--- src/rtl/loop_counter_2d_if.sv ---
// Control/status bundle for the two-level loop counter.
// The master (controller or bench) drives the control inputs and limits.
// The slave (the counter) returns the counts, the one-cycle pulses and busy.
interface loop_counter_2d_if #(
    parameter int IN_W  = 6,
    parameter int OUT_W = 6
);
    logic             start;
    logic             en;
    logic             clear;
    logic             mode;
    logic [IN_W-1:0]  inner_max;
    logic [OUT_W-1:0] outer_max;

    logic [IN_W-1:0]  inner_cnt;
    logic [OUT_W-1:0] outer_cnt;
    logic             inner_wrap;
    logic             outer_wrap;
    logic             done;
    logic             busy;

    modport master (
        output start, en, clear, mode, inner_max, outer_max,
        input  inner_cnt, outer_cnt, inner_wrap, outer_wrap, done, busy
    );

    modport slave (
        input  start, en, clear, mode, inner_max, outer_max,
        output inner_cnt, outer_cnt, inner_wrap, outer_wrap, done, busy
    );
endinterface

--- src/rtl/loop_counter_2d.sv ---
// Two-level nested loop counter for MFCC frame/bin iteration.
// The inner count steps on each honoured en and wraps at its latched limit.
// Every inner wrap advances the outer count, which wraps at its own limit.
// In one-shot mode the outer wrap ends the sequence with a done pulse.
// In continuous mode the counter keeps cycling until clear or a new start.
// Priority each cycle: clear > start > en.
module loop_counter_2d #(
    parameter int IN_W  = 6,
    parameter int OUT_W = 6
) (
    input  logic               clk,
    input  logic               rst_n,
    loop_counter_2d_if.slave   bus
);

    typedef enum logic {
        IDLE = 1'b0,
        RUN  = 1'b1
    } state_t;

    state_t           state_q, state_d;

    logic [IN_W-1:0]  inner_q, inner_d;
    logic [OUT_W-1:0] outer_q, outer_d;

    // Limits and mode are captured at start so the inputs may change mid-run.
    logic [IN_W-1:0]  inner_max_l, inner_max_d;
    logic [OUT_W-1:0] outer_max_l, outer_max_d;
    logic             mode_l, mode_d;

    logic             inner_wrap_q, inner_wrap_d;
    logic             outer_wrap_q, outer_wrap_d;
    logic             done_q, done_d;

    // Terminal detection is by equality, so an all-ones limit never overflows.
    logic             inner_last;
    logic             outer_last;
    logic             advance;

    assign inner_last = (inner_q == inner_max_l);
    assign outer_last = (outer_q == outer_max_l);
    assign advance    = (state_q == RUN) && bus.en;

    // State register.
    always_ff @(posedge clk or negedge rst_n) begin
        // NOTE: sequential state uses non-blocking assignments so every
        // register samples the pre-edge values, independent of block order.
        if (!rst_n) begin
            state_q <= IDLE;
        end else begin
            state_q <= state_d;
        end
    end

    // Next-state and next-value logic for the FSM and the datapath.
    always_comb begin
        // NOTE: every signal gets a default before any branch; a path that
        // leaves one unassigned would infer a latch.
        state_d      = state_q;
        inner_d      = inner_q;
        outer_d      = outer_q;
        inner_max_d  = inner_max_l;
        outer_max_d  = outer_max_l;
        mode_d       = mode_l;
        inner_wrap_d = 1'b0;
        outer_wrap_d = 1'b0;
        done_d       = 1'b0;

        if (bus.clear) begin
            // Abort from any state; counters return to zero.
            state_d = IDLE;
            inner_d = '0;
            outer_d = '0;
        end else if (bus.start) begin
            // (Re)start: capture configuration, zero counters, en is ignored.
            state_d     = RUN;
            inner_d     = '0;
            outer_d     = '0;
            inner_max_d = bus.inner_max;
            outer_max_d = bus.outer_max;
            mode_d      = bus.mode;
        end else if (advance) begin
            if (!inner_last) begin
                inner_d = inner_q + IN_W'(1);
            end else begin
                inner_d      = '0;
                inner_wrap_d = 1'b1;
                if (!outer_last) begin
                    outer_d = outer_q + OUT_W'(1);
                end else begin
                    outer_d      = '0;
                    outer_wrap_d = 1'b1;
                    if (mode_l) begin
                        // One-shot: the last point has been visited.
                        state_d = IDLE;
                        done_d  = 1'b1;
                    end
                end
            end
        end
    end

    // Counter, configuration and pulse registers.
    always_ff @(posedge clk or negedge rst_n) begin
        // NOTE: all control and datapath registers are reset; a stale limit
        // or mode after reset would change the first sequence silently.
        if (!rst_n) begin
            inner_q      <= '0;
            outer_q      <= '0;
            inner_max_l  <= '0;
            outer_max_l  <= '0;
            mode_l       <= 1'b0;
            inner_wrap_q <= 1'b0;
            outer_wrap_q <= 1'b0;
            done_q       <= 1'b0;
        end else begin
            inner_q      <= inner_d;
            outer_q      <= outer_d;
            inner_max_l  <= inner_max_d;
            outer_max_l  <= outer_max_d;
            mode_l       <= mode_d;
            inner_wrap_q <= inner_wrap_d;
            outer_wrap_q <= outer_wrap_d;
            done_q       <= done_d;
        end
    end

    assign bus.inner_cnt  = inner_q;
    assign bus.outer_cnt  = outer_q;
    assign bus.inner_wrap = inner_wrap_q;
    assign bus.outer_wrap = outer_wrap_q;
    assign bus.done       = done_q;
    assign bus.busy       = (state_q == RUN);

endmodule

--- src/flat_wrapper.sv ---
// flat-port wrapper written by rule: the top's interface ports become plain ports
module loop_counter_2d_flat 
#(
    parameter int IN_W  = 6,
    parameter int OUT_W = 6
)
  (clk, rst_n, bus_start, bus_en, bus_clear, bus_mode, bus_inner_max, bus_outer_max, bus_inner_cnt, bus_outer_cnt, bus_inner_wrap, bus_outer_wrap, bus_done, bus_busy);
  loop_counter_2d_if #(.IN_W(IN_W), .OUT_W(OUT_W)) bus_i ();
  input  logic clk;
  input  logic rst_n;
  input wire logic [$bits(bus_i.start)-1:0] bus_start;
  input wire logic [$bits(bus_i.en)-1:0] bus_en;
  input wire logic [$bits(bus_i.clear)-1:0] bus_clear;
  input wire logic [$bits(bus_i.mode)-1:0] bus_mode;
  input wire logic [$bits(bus_i.inner_max)-1:0] bus_inner_max;
  input wire logic [$bits(bus_i.outer_max)-1:0] bus_outer_max;
  output wire logic [$bits(bus_i.inner_cnt)-1:0] bus_inner_cnt;
  output wire logic [$bits(bus_i.outer_cnt)-1:0] bus_outer_cnt;
  output wire logic [$bits(bus_i.inner_wrap)-1:0] bus_inner_wrap;
  output wire logic [$bits(bus_i.outer_wrap)-1:0] bus_outer_wrap;
  output wire logic [$bits(bus_i.done)-1:0] bus_done;
  output wire logic [$bits(bus_i.busy)-1:0] bus_busy;
  assign bus_i.start = bus_start;
  assign bus_i.en = bus_en;
  assign bus_i.clear = bus_clear;
  assign bus_i.mode = bus_mode;
  assign bus_i.inner_max = bus_inner_max;
  assign bus_i.outer_max = bus_outer_max;
  assign bus_inner_cnt = bus_i.inner_cnt;
  assign bus_outer_cnt = bus_i.outer_cnt;
  assign bus_inner_wrap = bus_i.inner_wrap;
  assign bus_outer_wrap = bus_i.outer_wrap;
  assign bus_done = bus_i.done;
  assign bus_busy = bus_i.busy;
  loop_counter_2d #(.IN_W(IN_W), .OUT_W(OUT_W)) u_core (.clk(clk), .rst_n(rst_n), .bus(bus_i));
endmodule
--- config.mk ---
export PLATFORM = sky130hd
export DESIGN_NAME = loop_counter_2d_flat
export DESIGN_NICKNAME = d
export VERILOG_FILES = /design/src/rtl/loop_counter_2d_if.sv /design/src/rtl/loop_counter_2d.sv /design/src/flat_wrapper.sv
export SDC_FILE = /design/constraint.sdc
export NUM_CORES = 1
export LEC_CHECK = 0
export CORE_MARGIN = 1
export CORE_UTILIZATION = 48
export DETAILED_ROUTE_END_ITERATION = 10
export PLACE_DENSITY = 0.88
export REMOVE_ABC_BUFFERS = 1
export SYNTH_ARGS = -nofsm -noshare
export SYNTH_HDL_FRONTEND = slang
export SYNTH_SLANG_ARGS = --single-unit
--- constraint.sdc ---
create_clock -name clk -period 2.28 [get_ports clk]
set_clock_uncertainty 0.05 [all_clocks]
set_input_delay 0.228 -clock clk [delete_from_list [all_inputs] [get_ports clk]]
set_output_delay 0.228 -clock clk [all_outputs]
set_load 0.005 [all_outputs]
## After elaboration in Yosys (flattened, before gate mapping)

Cells that the tools add are included.

| cells by class | value |
|---|---|
| $add $sub $neg | 2 |
| eq/ne operators | 2 |
| mux-type cells | 30 |
| bitwise logic cells | 1 |
| reduce and logical (&&, ||, !) cells | 8 |

Operators by type and width:

| operator | count |
|---|---|
| 6-bit 2-to-1 mux | 9 |
| 1-bit 2-to-1 mux | 21 |
| 6-bit by 1-bit adder with 6-bit output, second input constant | 2 |
| 6-bit equality test | 2 |
| 3-bit nonzero test | 4 |
| 2-bit AND reduction | 2 |
| 4-bit AND reduction | 1 |
| 1-bit logical AND | 1 |
| 1-bit NOT | 1 |

| word-level totals | value |
|---|---|
| register bits after elaboration | 29 |
| input port bits | 18 |
| logic and storage cells | 52 |

## Logic depth before layout (Yosys ltp)

| depth | value |
|---|---|
| depth after elaboration | 6 |
| mapped depth | 5 |
| gate-level depth less buffers | 5 |

## Worst setup path before layout

No wires, ideal clock.

| timing path | value |
|---|---|
| path type | reg2reg |
| start | register u_core.inner_q[0] (netlist: u_core.bus.inner_cnt[0]) |
| end | register u_core.outer_q[4] (netlist: u_core.bus.outer_cnt[4]) |
| setup time | 76 ps |
| arrival time | 1565 ps |
| required time | 2154 ps |
| slack | 588 ps |
| cell stages (with the launch flop) | 6 |
| path buffers | 0 |
| period minus slack after synthesis | 1692 ps |
| cells stage by stage | dfrtp_1 > xor2_1 > nor4_4 > a21oi_2 > or4b_1 > o21ai_1 |

| between the ends | value |
|---|---|
| cells in the longest elaborated chain, start to end | 3 |

Ends and longest elaborated chain:

| what | line | RTL |
|---|---|---|
| start, declared | loop_counter_2d.sv:23 | `logic [IN_W-1:0] inner_q, inner_d;` |
| start signal, assigned | loop_counter_2d.sv:117 | `inner_q <= inner_d;` |
| 6-bit equality test | loop_counter_2d.sv:40 | `assign inner_last = (inner_q == inner_max_l);` |
| 3-bit nonzero test (no line) | -- |  |
| 2-bit AND reduction (no line) | -- |  |
| end signal, assigned | loop_counter_2d.sv:118 | `outer_q <= outer_d;` |
| end, declared | loop_counter_2d.sv:24 | `logic [OUT_W-1:0] outer_q, outer_d;` |

No other way between the ends.
A chain may end at the register's enable or synchronous reset.

## Worst setup path in the final report

Same ends and word-level chain as after synthesis.

==> results_dict.tcl <==
set metrics [dict create \
    outcome "finished clean" \
    drive_above_1_share 0.160 \
    p_int_uw 779 \
    required_ns 2.49 \
    fp-row-count 19 \
    period_share 0.821 \
    seq_area_um2 726 \
    wl_per_cell_um 15.4 \
    p_seq_frac 0.556 \
    syn-cell-area_um2 1410 \
    cts_hold_repair.buffers 0 \
    coreArea_um2 2760 \
    n_fill_cell 186 \
    yosysWarnings 0 \
    worst_path_max_delay_cell "or4b_1" \
    critPathKind "flip-flop to flip-flop" \
    nets 189 \
    worstPathArrival_ns 2.08 \
    clkLatencyLatePin_ns 0.33 \
    drt_iter0_markers 28 \
    grt_usage 0.218 \
    seq_area_frac_synth 0.516 \
    cts_setup_buffers 0 \
    crit_path_start_kind "flip-flop" \
    drc 0 \
    hold_class "input pin to async pin" \
    cts_tree "done" \
    switching_share 0.252 \
    postSynthCellCount 128 \
    combPwrFrac 0.143 \
    hpwlAfterDp_mm 2.25 \
    finalHoldViolations 0 \
    setup_violations 0 \
    clkPwrFrac 0.301 \
    worst_setup_path_end_kind "flip-flop" \
    critPathMaxFanout 8 \
    fp.dieW_um 56.1 \
    crit_buf_inv 0 \
    post_cts_resized 0 \
    max_slew.worst_pin.slew_ns 0.420 \
    clk_pin_slew_ns 0.09 \
    path_cells "xor2_1 -> nor4_4 -> a21oi_2 -> or4b_1 -> o21ai_1" \
    diodes 0 \
    leakagePower_nw 0.787 \
    max_stage_delay_ns 0.48 \
    instances_no_fill 200 \
    initial_utilization 0.510 \
    numClockSinks 29 \
    cts-buffers-inserted 5 \
    dpl.cell_count 193 \
    grt_pass1_vias 1115 \
    fmax_ghz 0.534 \
    drtPass1Iterations 4 \
    die_area_um2 3150 \
    wl_mm 3.07 \
    ios 34 \
    min_period_ns 1.87 \
    cts-root-buf "clkbuf_4" \
    place_congestion 0.858 \
    grt_pass1_wl_mm 5.18 \
    avgSynthCellArea_um2 11.0 \
    grt_max_degree 30 \
    rsz0062_at_grt "false" \
    synth_top_area_cell "dfrtp_1" \
    syn_to_final_growth_pct 30.9 \
    htreeDepth 2 \
    cts_buffer_depth 2 \
    report.final.slew_viol_count 0 \
    ys_ff_latch 29 \
    multi_input_area_um2 648 \
    antenna_found_initial 0 \
    grt_overflow 0 \
    port_buffers 33 \
    tns_ns 0 \
    vias 1157 \
    power_switching_uw 262 \
    via_per_inst 5.79 \
    synth_top_area_frac 0.516 \
    synth_area_leaders "dfrtp_1 (52%), mux2_2 (10%), xor2_1 (7.5%), nand2_1 (3.5%), a21oi_1 (2.5%)" \
    ir_drop_uv 490 \
    crit_family "simple AND/OR/NAND/NOR gates" \
    power_density_nw_per_um2 566 \
    ant_nets 0 \
    die_h_um 56.1 \
    cap_violations 0 \
    relSlewSlack 0.718 \
    synthDistinctLibCells 31 \
]
## registers in the layout, indices dropped and copies added, names as in the netlist
signal / cells
u_core.mode_l: 1
u_core.bus.inner_cnt: 6
u_core.inner_max_l: 6
u_core.bus.outer_cnt: 6
u_core.outer_max_l: 6
u_core.bus.outer_wrap: 1
u_core.bus.busy: 1
u_core.bus.inner_wrap: 1
u_core.bus.done: 1
## logic make-up (layout without fill, tap and decap cells)
family	Yosys count	count (layout)	share of synthesized area
compound gates	19	19	0.0846
xor+xnor	14	14	0.0873
fa+ha+maj	2	2	0.0178
buf+inv	7	48	0.0223
flops	29	29	0.516
mux	13	13	0.104
simple gates	44	44	0.167
## path summary, 6_finish.rpt
path                                                          start                                   to  slack [ns]  cells after the start
max in group asynchronous                                     rst_n    u_core.inner_max_l[0]$_DFFE_PN0P_        1.70                      2
worst min-delay path                                          rst_n  u_core.bus.inner_cnt[1]$_DFFE_PN0P_        0.20                      2
min in group clk                                   bus_outer_max[0]    u_core.outer_max_l[0]$_DFFE_PN0P_        0.47                      2
worst min register to register            u_core.mode_l$_DFFE_PN0P_          u_core.bus.busy$_DFFE_PN0P_        0.47                      1
worst max register to register  u_core.bus.inner_cnt[0]$_DFFE_PN0P_  u_core.bus.outer_cnt[4]$_DFFE_PN0P_        0.41                      5
worst max-delay path            u_core.bus.inner_cnt[0]$_DFFE_PN0P_  u_core.bus.outer_cnt[4]$_DFFE_PN0P_        0.41                      5
## synthesized netlist by cell type (all sizes together)
master   count
a21oi        9
a2bb2oi      1
a31oi        1
a41oi        1
and2         3
and3         4
buf          2
dfrtp       29
ha           2
inv          5
mux2        13
nand2       13
nand3        7
nor2         5
nor3         5
nor4         3
o21ai        3
o21bai       1
o22ai        2
o31ai        1
or2          2
or3          1
or4b         1
xnor2        2
xor2        12
## layout make-up
cell class / count / area share
sequential: 29 / 0.395
tap: 31 / 0.0211
inverter: 5 / 0.0102
clock buffer: 7 / 0.0299
timing repair buffer: 36 / 0.192
multi-input combinational: 92 / 0.352
## placed cells by master (no fill, tap or decap)
master and count:
clkdlybuf4s50_1 33, dfrtp_1 29, nand2_1 13, mux2_2 13, xor2_1 12, nand3_1 7
a21oi_1 7, nor2_1 5, nor3_1 5, inv_1 5, clkbuf_4 5, and3_1 4
buf_4 3, nor4_1 2, and2_1 2, a21oi_2 2, o22ai_1 2, xnor2_1 2
o21ai_0 2, ha_1 2, or2_0 1, nor4_4 1, and2_2 1, or2_2 1
or3_1 1, o21bai_1 1, a41oi_1 1, or4b_1 1, o21ai_1 1, a2bb2oi_1 1
o31ai_1 1, a31oi_1 1, clkbuf_8 1, clkbuf_1 1
## power groups by stage
stage | clock, mW | combinational, mW | sequential [mW]
6_report | 0.314 | 0.149 | 0.579
4_1_cts | 0.321 | 0.151 | 0.578
2_1_floorplan | 0 | 0.0881 | 0.580
3_3_place_gp | 0 | 0.141 | 0.585
3_5_place_dp | 0 | 0.150 | 0.588
5_1_grt | 0.339 | 0.163 | 0.584
## stage by stage
step | worst slack, ns | util | power (mW) | area, um^2 | hold WS [ns]
finish | 0.408 | 0.667 | 1.04 | 1840 | 0.204
global route | 0.310 | 0.667 | 1.09 | 1840 | 0.248
CTS | 0.418 | 0.667 | 1.05 | 1840 | 0.218
detailed placement | 0.250 | 0.647 | 0.738 | 1780 | 0.468
global placement | 0.340 | 0.647 | 0.727 | 1780 | 0.461
floorplan | 0.584 | - | 0.668 | 1390 | -0.118
## metal layers
| layer | GRT usage | wire, um | vias to the layer above | share of wire |
|---|---|---|---|---|
| li1 | - | - | 532 | - |
| met1 | 0.260 | 1230 | 579 | 0.40 |
| met2 | 0.359 | 1620 | 39 | 0.53 |
| met3 | 0.0651 | 176 | 7 | 0.057 |
| met4 | 0.108 | 51 | 0 | 0.017 |
| met5 | 0 | 0 | - | 0 |
Power figures use the tool's default switching activity.
